==> config.mk <==
export PLATFORM = sky130hd
export DESIGN_NAME = mem_arbiter
export DESIGN_NICKNAME = d
export VERILOG_FILES = /design/src/rtl/mem_arbiter.sv
export SDC_FILE = /design/constraint.sdc
export NUM_CORES = 1
export LEC_CHECK = 0
export BUFFER_PORTS_ARGS = -buffer_cell sky130_fd_sc_hd__buf_2
export CAP_MARGIN = 20
export CORE_AREA = 2 2 97 99
export DETAILED_ROUTE_END_ITERATION = 8
export DIE_AREA = 0 0 99 101
export SLEW_MARGIN = 40
export SYNTH_ARGS = -nofsm -noshare
export SYNTH_HDL_FRONTEND = slang
export SYNTH_SLANG_ARGS = --single-unit
==> constraint.sdc <==
create_clock -name clk -period 4.9 [get_ports clk]
set_input_delay 0.98 -clock clk [delete_from_list [all_inputs] [get_ports clk]]
set_output_delay 0.98 -clock clk [all_outputs]
set_load 0.01 [all_outputs]
==> src/rtl/mem_arbiter.sv <==
// Memory port arbiter: video/host share the read port (video first); host writes
// and a block-fill engine share the write port under round-robin arbitration.
module mem_arbiter #(
   parameter int ADDR_W = 10,
   parameter int DATA_W = 8
) (
   input  logic              clk,
   input  logic              rst_n,
   input  logic              vid_req_i,
   input  logic [ADDR_W-1:0] vid_addr_i,
   output logic [DATA_W-1:0] vid_data_o,
   output logic              vid_valid_o,
   input  logic              host_rd_req_i,
   input  logic [ADDR_W-1:0] host_rd_addr_i,
   output logic              host_rd_ack_o,
   output logic [DATA_W-1:0] host_rd_data_o,
   output logic              host_rd_valid_o,
   input  logic              host_wr_req_i,
   input  logic [ADDR_W-1:0] host_wr_addr_i,
   input  logic [DATA_W-1:0] host_wr_data_i,
   output logic              host_wr_ack_o,
   input  logic              fill_start_i,
   input  logic [ADDR_W-1:0] fill_base_i,
   input  logic [ADDR_W:0]   fill_len_i,
   input  logic [DATA_W-1:0] fill_data_i,
   output logic              fill_busy_o,
   output logic              fill_done_o,
   output logic              mem_rd_en_o,
   output logic [ADDR_W-1:0] mem_rd_addr_o,
   input  logic [DATA_W-1:0] mem_rd_data_i,
   output logic              mem_wr_en_o,
   output logic [ADDR_W-1:0] mem_wr_addr_o,
   output logic [DATA_W-1:0] mem_wr_data_o
);

   typedef enum logic [1:0] {S_IDLE, S_RUN, S_DONE} fill_state_t;

   localparam logic [ADDR_W:0] CNT_ONE = (ADDR_W+1)'(1);

   fill_state_t       state_q, state_d;
   logic [ADDR_W-1:0] fill_addr_q;
   logic [ADDR_W:0]   fill_cnt_q;
   logic [DATA_W-1:0] fill_data_q;
   logic              rr_host_q;
   logic              fill_req, grant_host, grant_fill;
   logic [DATA_W-1:0] vid_hold_q, host_hold_q;

   // Read port: purely combinational steering, video always wins.
   assign mem_rd_en_o   = vid_req_i | host_rd_req_i;
   assign mem_rd_addr_o = vid_req_i ? vid_addr_i : host_rd_addr_i;
   assign host_rd_ack_o = host_rd_req_i & ~vid_req_i;

   // Data is passed through in the cycle the memory returns it, else the last value.
   assign vid_data_o     = vid_valid_o     ? mem_rd_data_i : vid_hold_q;
   assign host_rd_data_o = host_rd_valid_o ? mem_rd_data_i : host_hold_q;

   // NOTE: sequential state uses non-blocking (<=) so every register samples
   // pre-edge values regardless of block ordering.
   always_ff @(posedge clk or negedge rst_n) begin
      if (!rst_n) begin
         vid_valid_o     <= 1'b0;
         host_rd_valid_o <= 1'b0;
         vid_hold_q      <= '0;
         host_hold_q     <= '0;
      end else begin
         vid_valid_o     <= vid_req_i;
         host_rd_valid_o <= host_rd_ack_o;
         if (vid_valid_o)     vid_hold_q  <= mem_rd_data_i;
         if (host_rd_valid_o) host_hold_q <= mem_rd_data_i;
      end
   end

   // rr_host_q set means host wins the next tie.
   assign fill_req      = (state_q == S_RUN);
   assign grant_host    = host_wr_req_i & (~fill_req | rr_host_q);
   assign grant_fill    = fill_req & (~host_wr_req_i | ~rr_host_q);
   assign host_wr_ack_o = grant_host;

   always_ff @(posedge clk or negedge rst_n) begin
      if (!rst_n) begin
         rr_host_q     <= 1'b1;
         mem_wr_en_o   <= 1'b0;
         mem_wr_addr_o <= '0;
         mem_wr_data_o <= '0;
      end else begin
         mem_wr_en_o <= grant_host | grant_fill;
         if (grant_host) begin
            rr_host_q     <= 1'b0;
            mem_wr_addr_o <= host_wr_addr_i;
            mem_wr_data_o <= host_wr_data_i;
         end else if (grant_fill) begin
            rr_host_q     <= 1'b1;
            mem_wr_addr_o <= fill_addr_q;
            mem_wr_data_o <= fill_data_q;
         end
      end
   end

   always_ff @(posedge clk or negedge rst_n) begin
      if (!rst_n) state_q <= S_IDLE;
      else        state_q <= state_d;
   end

   // NOTE: default assigned first so no path through the case leaves state_d
   // unassigned, which would infer a latch.
   always_comb begin
      state_d = state_q;
      unique case (state_q)
         S_IDLE: if (fill_start_i) state_d = (fill_len_i == '0) ? S_DONE : S_RUN;
         S_RUN:  if (grant_fill && fill_cnt_q == CNT_ONE) state_d = S_DONE;
         S_DONE: state_d = S_IDLE;
         default: state_d = S_IDLE;
      endcase
   end

   // Address wraps naturally at ADDR_W bits.
   always_ff @(posedge clk or negedge rst_n) begin
      if (!rst_n) begin
         fill_addr_q <= '0;
         fill_cnt_q  <= '0;
         fill_data_q <= '0;
      end else if (state_q == S_IDLE && fill_start_i) begin
         fill_addr_q <= fill_base_i;
         fill_cnt_q  <= fill_len_i;
         fill_data_q <= fill_data_i;
      end else if (grant_fill) begin
         fill_addr_q <= fill_addr_q + 1'b1;
         fill_cnt_q  <= fill_cnt_q - 1'b1;
      end
   end

   assign fill_busy_o = (state_q != S_IDLE);
   assign fill_done_o = (state_q == S_DONE);

endmodule

==> out/summary.txt <==
largest net degree at the start of global routing: 39
Yosys warning count: 0
count leader, synth: dfrtp_1
fin nets: 526
top post-synthesis cells by area: dfrtp_1 (51%), mux2_2 (8.8%), mux2i_1 (5.7%)
CTS Root Cell: clkbuf_8
synthesized area: 3330 sq um
top post-synthesis cells by count: dfrtp_1 (68), nand2_1 (44), mux2_2 (26)
EDFF count, synth: 0
fillers: 872
CTS Buf Count: 9
setup bufs post-CTS: 0
post-layout util: 47.8%
Final min period: 2890 ps
row count: 35
GP Congestion: 0.834
post-CTS sizing: 0
Worst Clk Skew: 9.48 ps
Final Cycle Share: 59.1%
I/O Pins: 133
Critical path origin: state_q[1]$_DFFE_PN0P_
LEAKAGE: 0.00209 uW
drt pass-1 iters: 4
Crit Reg-Reg Endpoint: fill_cnt_q[6]$_DFFE_PN0P_
Yosys cell types: 47
crit path kind: reg -> out
Gate Count Post-Synth: 312
normalized max-slew margin: 51.6%
top-area cell type share of the netlist area: 51.2%
hold path endpoint: fill_data_q[5]$_DFFE_PN0P_
hold_buf cts: 0
initial core utilization: 37.0%
Post-synth top flop: dfrtp_1
DR vias/cell: 5.11
Crit Reg-Reg Startpoint: state_q[0]$_DFFE_PN0P_
TritonCTS clock tree: yes
Max-Cap Viols: 0
Clock Latency Late Sink: 340 ps
Die Height: 101 um
Worst setup SP type: flop
Final Cell Area: 4290 sq um
hold_ws: 483 ps
Yosys reg bits: 69
worst reg-to-reg path cell count: 4
H-Tree Level Count: 3
nature of the critical path endpoint: output pin
Num Clock Sinks: 69
setup TNS: 0 ps
DPL Wire Length: 6320 um
PwrDens: 554 nW/um^2
initial drt markers: 145
CP arrival: 1910 ps
Post-Syn Nets: 396
Final ANT Viol Nets: 0
worst min path class: reg -> reg
CP required: 3920 ps
Seq/Total Area, Yosys: 52.0%
DRC viols: 0
footprint of the multi-input gates: 1500 sq um
initial antenna violation count: 0
Total Power: 2380 uW
vias in the first global route: 2,875
Fmax achieved: 0.345 GHz
core area: 8980 sq um
placement-stage cell area: 4070 sq um
routed len/inst: 15.4 um
CTS clk-pin slew, worst paths: 80 ps
full die area: 10000 sq um
Synth area leader: dfrtp_1
Slew Viols, Final: 0
GRT Total Usage: 17.8%
outcome: complete, no violations
clk buf depth: 2
Final Hold Vio Count: 0
crit-path max FO: 19
hold path start: fill_data_q[5]$_DFFE_PN0P_
ys async rst share: 100%
hold path cells: 2
Synth Area per Inst: 10.7 sq um
first-pass GRT wire length: 14,000 um
Layout Area Growth over Synthesis: 29.0%
Slew @ Worst Pin: 726 ps
overall routed net length: 8610 um
R2R Setup Slk: 2880 ps
die width: 99 um
share of cells above drive strength 1: 42.1%
grt ovf: 0
I/O Buffers: 132
diode count: 0
maximum VDD drop: 0.000182 V
final setup fails: 0
unrepaired setup endpoints after global routing: false
vias: 2,851
sequential cell area: 1730 sq um
final cells by class:
type	instances	share of cell area, %
clock buffer	11	3.30
clock inverter	5	1.95
inverter	3	0.262
multi-input combinational	223	34.9
sequential	69	40.3
tap	111	3.24
timing repair buffer	136	16.1
where the power goes:
part / internal [uW] / switching [uW]
sequential: 794 / 178
combinational: 388 / 489
clock: 302 / 225
total: 1480 / 892
through the flow:
stage	std cells	setup slack, ps
2_1_floorplan	312	2240
3_3_place_gp	542	2210
3_5_place_dp	542	2200
4_1_cts	558	1990
5_1_grt	558	1880
6_report	558	2010
registers in the layout, summed over array words and instances (netlist names), 2 cells and up:
| signal | flops |
|---|---|
| fill_cnt_q | 11 |
| fill_addr_q | 10 |
| mem_wr_addr_o | 10 |
| fill_data_q | 8 |
| host_hold_q | 8 |
| mem_wr_data_o | 8 |
| vid_hold_q | 8 |
| state_q | 2 |
worst max-delay path by stage:
stage / slack [ps] / cells past startpoint / end
after floorplan: 2240 / 2 / mem_rd_addr_o[1]
after global placement: 2210 / 3 / mem_rd_addr_o[7]
after detailed placement: 2200 / 3 / mem_rd_addr_o[9]
after CTS: 1990 / 5 / host_wr_ack_o
after global routing: 1880 / 5 / host_wr_ack_o
final: 2010 / 5 / host_wr_ack_o
critical path, stage by stage, from the launching register on:
cell and delay [ps]:
dfrtp_1 430, nand2b_1 380, o21ai_2 220, buf_4 330, inv_1 60, buf_2 140
cell usage in the layout, fill, tap and decap left out, drive strengths merged, types with 2 or more instances in the layout:
master    instances
a31oi             6
and4              2
or4               2
a221o             6
or2               3
o21ai            13
nor3b             3
or3               3
mux2i            19
ha                3
xnor2             4
nand2b            2
inv               3
clkbuf           11
nor4              7
o311ai            4
clkinvlp          2
o211ai            2
mux2             26
nor2b             2
nand3            10
buf             136
nor2             26
nand4             4
bufinv            2
and2              2
nand2            44
nor3              3
dfrtp            68
a21oi            18
metal layers:
| layer | track usage, % | vias up | wire [um] | share of wire (%) |
|---|---|---|---|---|
| met2 | 29.6 | 109 | 4120 | 48 |
| li1 | - | 1376 | - | - |
| met4 | 5.06 | 0 | 112 | 1.3 |
| met1 | 23.0 | 1358 | 3810 | 44 |
| met3 | 4.85 | 8 | 575 | 6.7 |
| met5 | 0 | - | 0 | 0 |
logic make-up (layout without fill, tap and decap cells):
family / Yosys count / after routing / share of synthesized area, %
AO/OA/AOI/OAI: 54 / 54 / 10.9
XOR/XNOR: 5 / 5 / 1.32
adder cells (fa/ha/maj): 3 / 3 / 1.13
buffers and inverters: 20 / 155 / 3.20
flip-flops: 69 / 69 / 52.0
multiplexers: 45 / 45 / 14.5
AND/OR/NAND/NOR: 116 / 116 / 17.0
Note: power is estimated with default switching activity, not from simulation.
